### config.mk
export PLATFORM = sky130hd
export DESIGN_NAME = mpu_accel_reader
export DESIGN_NICKNAME = d
export VERILOG_FILES = /design/src/rtl/mpu9250_pkg.sv /design/src/rtl/mpu_tick_gen.sv /design/src/rtl/mpu_accel_reader.sv
export SDC_FILE = /design/constraint.sdc
export NUM_CORES = 1
export LEC_CHECK = 0
export ABC_AREA = 1
export ABC_CLOCK_PERIOD_IN_PS = 2700
export BUFFER_PORTS_ARGS = -buffer_cell sky130_fd_sc_hd__buf_2
export CAP_MARGIN = 20
export CORE_ASPECT_RATIO = 0.9
export CORE_MARGIN = 8
export CORE_UTILIZATION = 40
export DETAILED_ROUTE_END_ITERATION = 16
export GPL_ROUTABILITY_DRIVEN = 0
export PLACE_DENSITY = 0.59
export SLEW_MARGIN = 10
export SYNTH_ARGS = -nofsm -noshare
export SYNTH_HDL_FRONTEND = slang
export SYNTH_SLANG_ARGS = --single-unit
### constraint.sdc
create_clock -name clk -period 2.7 [get_ports clk]
set_input_delay 0.81 -clock clk [delete_from_list [all_inputs] [get_ports clk]]
set_output_delay 0.81 -clock clk [all_outputs]
set_load 0.02 [all_outputs]
### src/rtl/mpu9250_pkg.sv
// MPU-9250 register map, init values and reader state encoding.
// ID states exist only when MPU_WHOAMI_CHECK_EN is defined.
package mpu9250_pkg;

    localparam logic [6:0] REG_PWR_MGMT_1   = 7'h6B;
    localparam logic [6:0] REG_USER_CTRL    = 7'h6A;
    localparam logic [6:0] REG_ACCEL_CONFIG = 7'h1C;
    localparam logic [6:0] REG_ACCEL_XOUT_H = 7'h3B;
    localparam logic [6:0] REG_WHO_AM_I     = 7'h75;

    localparam logic [7:0] PWR_MGMT_1_INIT   = 8'h00;
    localparam logic [7:0] USER_CTRL_INIT    = 8'h10;
    localparam logic [7:0] ACCEL_CONFIG_INIT = 8'h00;
    localparam logic [7:0] WHOAMI_EXPECT     = 8'h71;

    localparam logic [2:0] LAST_INIT  = 3'd2;
    localparam logic [2:0] LAST_BURST = 3'd5;

    typedef enum logic [3:0] {
        RESET_IDLE,
        INIT_ISSUE,
        INIT_WAIT,
`ifdef MPU_WHOAMI_CHECK_EN
        ID_ISSUE,
        ID_WAIT,
        ID_FAIL,
`endif
        IDLE_WAIT,
        RD_ISSUE,
        RD_WAIT,
        PUBLISH
    } state_t;

    // {address, write byte} for init step i
    function automatic logic [14:0] init_cmd(input logic [2:0] i);
        case (i)
            3'd0:    init_cmd = {REG_PWR_MGMT_1, PWR_MGMT_1_INIT};
            3'd1:    init_cmd = {REG_USER_CTRL, USER_CTRL_INIT};
            default: init_cmd = {REG_ACCEL_CONFIG, ACCEL_CONFIG_INIT};
        endcase
    endfunction

endpackage

### src/rtl/mpu_tick_gen.sv
// Free-running sample tick: one-cycle pulse every PERIOD clocks while run=1.
module mpu_tick_gen #(
    parameter int PERIOD = 100000
) (
    input  logic clk,
    input  logic rst,
    input  logic run,
    output logic tick
);

    localparam int CW = $clog2(PERIOD);
    localparam logic [CW-1:0] LAST = CW'(PERIOD - 1);

    logic [CW-1:0] cnt_q, cnt_d;

    always_comb begin
        cnt_d = cnt_q;
        tick  = 1'b0;
        if (!run) begin
            cnt_d = '0;
        end else if (cnt_q == LAST) begin
            tick  = 1'b1;
            cnt_d = '0;
        end else begin
            cnt_d = cnt_q + CW'(1);
        end
    end

    always_ff @(posedge clk) begin
        if (rst) cnt_q <= '0;
        else     cnt_q <= cnt_d;
    end

endmodule

### src/rtl/mpu_accel_reader.sv
// MPU-9250 init + periodic 6-byte accel burst reader over a byte-wide SPI stage.
// Optional WHO_AM_I check enabled by defining MPU_WHOAMI_CHECK_EN.
module mpu_accel_reader
    import mpu9250_pkg::*;
#(
    parameter int SAMPLE_PERIOD = 100000
) (
    input  logic        clk,
    input  logic        rst,
    input  logic        enable,
    output logic [6:0]  spi_address,
    output logic [7:0]  spi_wr_data,
    output logic        spi_rd_wr_sel,
    output logic        spi_start,
    input  logic        spi_busy,
    input  logic [7:0]  spi_rd_data,
    output logic [15:0] accel_x,
    output logic [15:0] accel_y,
    output logic [15:0] accel_z,
    output logic        data_valid,
    output logic        init_done,
    output logic        overrun,
    output logic        id_error
);

    state_t           state_q, state_d;
    logic [2:0]       idx_q, idx_d;
    logic             seen_busy_q, seen_busy_d;
    logic [6:0]       addr_q, addr_d;
    logic [7:0]       wr_q, wr_d;
    logic             rd_sel_q, rd_sel_d;
    logic [5:0][7:0]  shadow_q, shadow_d;
    logic [15:0]      ax_q, ax_d, ay_q, ay_d, az_q, az_d;
    logic             valid_q, valid_d;
    logic             init_done_q, init_done_d;
    logic             overrun_q, overrun_d;
    logic             id_error_q, id_error_d;
    logic             start_c, wait_done, tick;

    mpu_tick_gen #(.PERIOD(SAMPLE_PERIOD)) u_tick (
        .clk  (clk),
        .rst  (rst),
        .run  (init_done_q),
        .tick (tick)
    );

    // Completion needs busy seen high first; the slave may still be low the cycle after start.
    assign wait_done = seen_busy_q && !spi_busy;

    always_comb begin
        state_d     = state_q;
        idx_d       = idx_q;
        seen_busy_d = seen_busy_q;
        addr_d      = addr_q;
        wr_d        = wr_q;
        rd_sel_d    = rd_sel_q;
        shadow_d    = shadow_q;
        ax_d        = ax_q;
        ay_d        = ay_q;
        az_d        = az_q;
        valid_d     = 1'b0;
        init_done_d = init_done_q;
        id_error_d  = id_error_q;
        start_c     = 1'b0;
        overrun_d   = tick && enable && (state_q != IDLE_WAIT);

        case (state_q)
            RESET_IDLE: begin
                idx_d            = 3'd0;
                {addr_d, wr_d}   = init_cmd(3'd0);
                rd_sel_d         = 1'b0;
                state_d          = INIT_ISSUE;
            end
            INIT_ISSUE: if (!spi_busy) begin
                start_c     = 1'b1;
                seen_busy_d = 1'b0;
                state_d     = INIT_WAIT;
            end
            INIT_WAIT: begin
                if (spi_busy) seen_busy_d = 1'b1;
                if (wait_done) begin
                    if (idx_q == LAST_INIT) begin
`ifdef MPU_WHOAMI_CHECK_EN
                        addr_d   = REG_WHO_AM_I;
                        wr_d     = 8'h00;
                        rd_sel_d = 1'b1;
                        state_d  = ID_ISSUE;
`else
                        init_done_d = 1'b1;
                        state_d     = IDLE_WAIT;
`endif
                    end else begin
                        idx_d          = idx_q + 3'd1;
                        {addr_d, wr_d} = init_cmd(idx_q + 3'd1);
                        state_d        = INIT_ISSUE;
                    end
                end
            end
`ifdef MPU_WHOAMI_CHECK_EN
            ID_ISSUE: if (!spi_busy) begin
                start_c     = 1'b1;
                seen_busy_d = 1'b0;
                state_d     = ID_WAIT;
            end
            ID_WAIT: begin
                if (spi_busy) seen_busy_d = 1'b1;
                if (wait_done) begin
                    if (spi_rd_data == WHOAMI_EXPECT) begin
                        init_done_d = 1'b1;
                        state_d     = IDLE_WAIT;
                    end else begin
                        id_error_d = 1'b1;
                        state_d    = ID_FAIL;
                    end
                end
            end
            ID_FAIL: state_d = ID_FAIL;
`endif
            IDLE_WAIT: if (tick && enable) begin
                idx_d    = 3'd0;
                addr_d   = REG_ACCEL_XOUT_H;
                wr_d     = 8'h00;
                rd_sel_d = 1'b1;
                state_d  = RD_ISSUE;
            end
            RD_ISSUE: if (!spi_busy) begin
                start_c     = 1'b1;
                seen_busy_d = 1'b0;
                state_d     = RD_WAIT;
            end
            RD_WAIT: begin
                if (spi_busy) seen_busy_d = 1'b1;
                if (wait_done) begin
                    shadow_d[idx_q] = spi_rd_data;
                    if (idx_q == LAST_BURST) begin
                        state_d = PUBLISH;
                    end else begin
                        idx_d   = idx_q + 3'd1;
                        addr_d  = REG_ACCEL_XOUT_H + 7'(idx_q + 3'd1);
                        state_d = RD_ISSUE;
                    end
                end
            end
            PUBLISH: begin
                ax_d    = {shadow_q[0], shadow_q[1]};
                ay_d    = {shadow_q[2], shadow_q[3]};
                az_d    = {shadow_q[4], shadow_q[5]};
                valid_d = 1'b1;
                state_d = IDLE_WAIT;
            end
            default: state_d = RESET_IDLE;
        endcase
    end

    always_ff @(posedge clk) begin
        if (rst) begin
            state_q     <= RESET_IDLE;
            idx_q       <= 3'd0;
            seen_busy_q <= 1'b0;
            addr_q      <= 7'd0;
            wr_q        <= 8'd0;
            rd_sel_q    <= 1'b0;
            shadow_q    <= '0;
            ax_q        <= 16'd0;
            ay_q        <= 16'd0;
            az_q        <= 16'd0;
            valid_q     <= 1'b0;
            init_done_q <= 1'b0;
            overrun_q   <= 1'b0;
            id_error_q  <= 1'b0;
        end else begin
            state_q     <= state_d;
            idx_q       <= idx_d;
            seen_busy_q <= seen_busy_d;
            addr_q      <= addr_d;
            wr_q        <= wr_d;
            rd_sel_q    <= rd_sel_d;
            shadow_q    <= shadow_d;
            ax_q        <= ax_d;
            ay_q        <= ay_d;
            az_q        <= az_d;
            valid_q     <= valid_d;
            init_done_q <= init_done_d;
            overrun_q   <= overrun_d;
            id_error_q  <= id_error_d;
        end
    end

    // Gated by rst so a request in flight is withdrawn in the reset cycle itself.
    assign spi_start     = start_c && !rst;
    assign spi_address   = addr_q;
    assign spi_wr_data   = wr_q;
    assign spi_rd_wr_sel = rd_sel_q;
    assign accel_x       = ax_q;
    assign accel_y       = ay_q;
    assign accel_z       = az_q;
    assign data_valid    = valid_q;
    assign init_done     = init_done_q;
    assign overrun       = overrun_q;
`ifdef MPU_WHOAMI_CHECK_EN
    assign id_error      = id_error_q;
`else
    assign id_error      = 1'b0;
`endif

endmodule

==> impl_metrics.json <==
{
  "status": "finished clean",
  "leakagePower_uw": 0.00276,
  "final_layout_size_suffix_gt1_frac": 0.173,
  "hold_end": "shadow_q[2]",
  "via_count": 4772,
  "layout.cells.non_filler": 971,
  "port_buffers": 72,
  "slew_violations": 0,
  "r2r_slack_ns": 0.59,
  "hold_class": "flip-flop to flip-flop",
  "worst_ep_required_time_ns": 1.89,
  "p_per_area_mw_per_mm2": 853,
  "crit_type": "flip-flop to primary output",
  "min_path_cells": 2,
  "placement.cell_area_sq_mm": 0.00583,
  "max_freq_mhz": 399,
  "chipWidth_um": 138,
  "cts_tree": "yes",
  "ys_warn_count": 0,
  "critPathArrivalTime_ns": 1.70,
  "cts_hold_buf": 0,
  "peakVddDrop_mv": 0.510,
  "clk_path_buf_depth": 2,
  "start_kind": "flip-flop",
  "antenna_found_initial": 0,
  "place_inst": 939,
  "clk_pin_slew_worst_paths_ns": 0.05,
  "period_share": 0.928,
  "die-area_sq_mm": 0.0174,
  "setup_viol": 0,
  "clkLatencyLatePin_ns": 0.41,
  "viasPerCell": 4.91,
  "syn_area_per_cell_sq_um": 7.42,
  "finalClockSkew_ns": 0.00790,
  "wirelength_um": 13200,
  "fp.dieH_um": 126,
  "synth_cell_types": 33,
  "synth_area_sq_mm": 0.00538,
  "stdcell_area_sq_mm": 0.00641,
  "period_needed_ns": 2.51,
  "grt_pass1_wl_um": 22300,
  "r2r_end": "shadow_q[0]",
  "clock-root-buffer": "clkbuf_16",
  "final_cell_mix": "nor2_1 (130), dfxtp_1 (130), nand2_1 (119), buf_2 (72), a21oi_1 (70)",
  "core_area_sq_mm": 0.0133,
  "hold_viol": 0,
  "pin_count": 81,
  "worst_slew_margin_rel": 0.567,
  "initialDrtViolationCount": 324,
  "grt_pass1_vias": 4701,
  "place_hpwl_um": 9020,
  "rr_startpoint": "state_q[2]",
  "floorplan.rows": 40,
  "grt_usage": 0.153,
  "yosysSeqAreaShare": 0.491,
  "whs_ns": 0.450,
  "power_uw": 5470,
  "cp_max_fo": 4,
  "postRouteAntennaNets": 0,
  "antenna_cells": 0,
  "hp-start": "shadow_q[2]",
  "firstDrtPassIters": 4,
  "end_kind": "primary output",
  "drc_errors": 0,
  "n_fill_cell": 1326,
  "tightest_slew_ns": 0.648,
  "final.setup.tns_ns": 0,
  "grt_max_degree": 57,
  "nNetsFinal": 808,
  "grt_setup_unrepaired": "false",
  "ys_ff_latch": 132,
  "cts.sinks": 132,
  "wl_per_cell_um": 13.5,
  "rr_worst_depth": 6,
  "drv_cap": 0,
  "grt_overflow": 0,
  "area_growth_pct": 19.3,
  "start_util": 0.405,
  "syn_inst": 725,
  "h-tree-depth": 4,
  "cts_made_buffers": 17
}
[worst max-delay path by stage]
| stage | from | to | slack, ns |
|---|---|---|---|
| floorplan | state_q[0] | spi_start | 0.46 |
| global placement | state_q[0] | spi_start | 0.40 |
| detailed placement | state_q[0] | spi_start | 0.33 |
| CTS | state_q[0] | spi_start | 0.04 |
| global route | state_q[0] | spi_start | 0.07 |
| finish | state_q[0] | spi_start | 0.19 |
[cells in the mapped netlist]
cell	number	share of area
nor4_1	1	0.0012
clkbuf_1	21	0.015
buf_6	1	0.0021
or2_2	4	0.0047
nand2_1	119	0.083
inv_1	51	0.036
inv_2	8	0.0056
nand3_4	1	0.0033
nor2_2	5	0.0058
buf_4	9	0.013
o21ai_0	55	0.051
nor3_2	1	0.0019
a21oi_1	70	0.065
conb_1	1	0.00070
nor3b_1	1	0.0014
ha_1	6	0.014
dfxtp_1	132	0.49
nand2_4	3	0.0063
nor2_1	130	0.091
o211ai_1	1	0.0014
o21a_1	1	0.0014
nor2_4	3	0.0063
or2_0	1	0.0012
nor3_1	6	0.0056
nand4_1	8	0.0093
a31oi_1	1	0.0012
xnor2_1	1	0.0016
xor2_1	4	0.0065
buf_2	4	0.0037
buf_1	5	0.0035
o21bai_1	2	0.0028
and3_1	1	0.0012
nand3_1	68	0.063
[metal layers]
metal | vias up | GRT usage | share of wire
met5 | - | 0 | 0
met4 | 0 | 0.0722 | 0.012
met3 | 14 | 0.0443 | 0.044
met1 | 2191 | 0.186 | 0.48
met2 | 95 | 0.244 | 0.47
li1 | 2472 | - | -
[critical path, cell delays in order (launching register included)]
cell	delay, ns
dfxtp_2	0.37
inv_2	0.08
o21ai_2	0.17
o21ai_1	0.13
or2_2	0.30
nor2_1	0.09
buf_2	0.17
[report_power, final]
group | switching, uW | total (uW) | leakage (uW) | internal [uW]
Combinational | 818 | 1160 | 0.00141 | 340
Sequential | 69.3 | 2110 | 0.00107 | 2040
Clock | 836 | 2210 | 0.000277 | 1370
[through the flow]
| step | worst slack (ns) | utilization |
|---|---|---|
| after global routing | 0.0710 | 0.484 |
| after detailed placement | 0.326 | 0.440 |
| after CTS | 0.0361 | 0.483 |
| final | 0.195 | 0.484 |
| after floorplan | 0.461 | - |
| after global placement | 0.398 | 0.440 |
[what timing repair did]
action / CTS / global route
setup buffers: 0 / 0
pin swaps: 0 / 0
gates resized for setup: 2 / 2
gates cloned: 0 / 0
setup endpoints to repair: 1 / 1
[kinds of logic (layout without fill, tap and decap cells)]
family                   after synthesis  after routing  share of synthesized area
adder cells (fa/ha/maj)                6              6                     0.0140
other                                  1              8                   0.000697
flip-flops                           132            132                      0.491
buffers and inverters                 99            170                     0.0777
AO/OA/AOI/OAI                        130            130                      0.123
AND/OR/NAND/NOR                      352            352                      0.285
XOR/XNOR                               5              5                    0.00814
[final cells by class]
type                       count  area (sq um)  area share
multi-input combinational    501          2350       0.366
clock buffer                  18           439      0.0685
clock inverter                14           138      0.0215
sequential                   132          2650       0.412
timing repair buffer          79           413      0.0644
inverter                      59           221      0.0345
tap                          168           210      0.0328
[state kept, by name, summed over array words and instances, names as in the netlist, 3 cells and up]
name          flops
accel_z          16
state_q           3
u_tick.cnt_q     17
idx_q             3
accel_x          16
accel_y          16
spi_address       7
shadow_q         48
(Power assumes the default switching activity.)
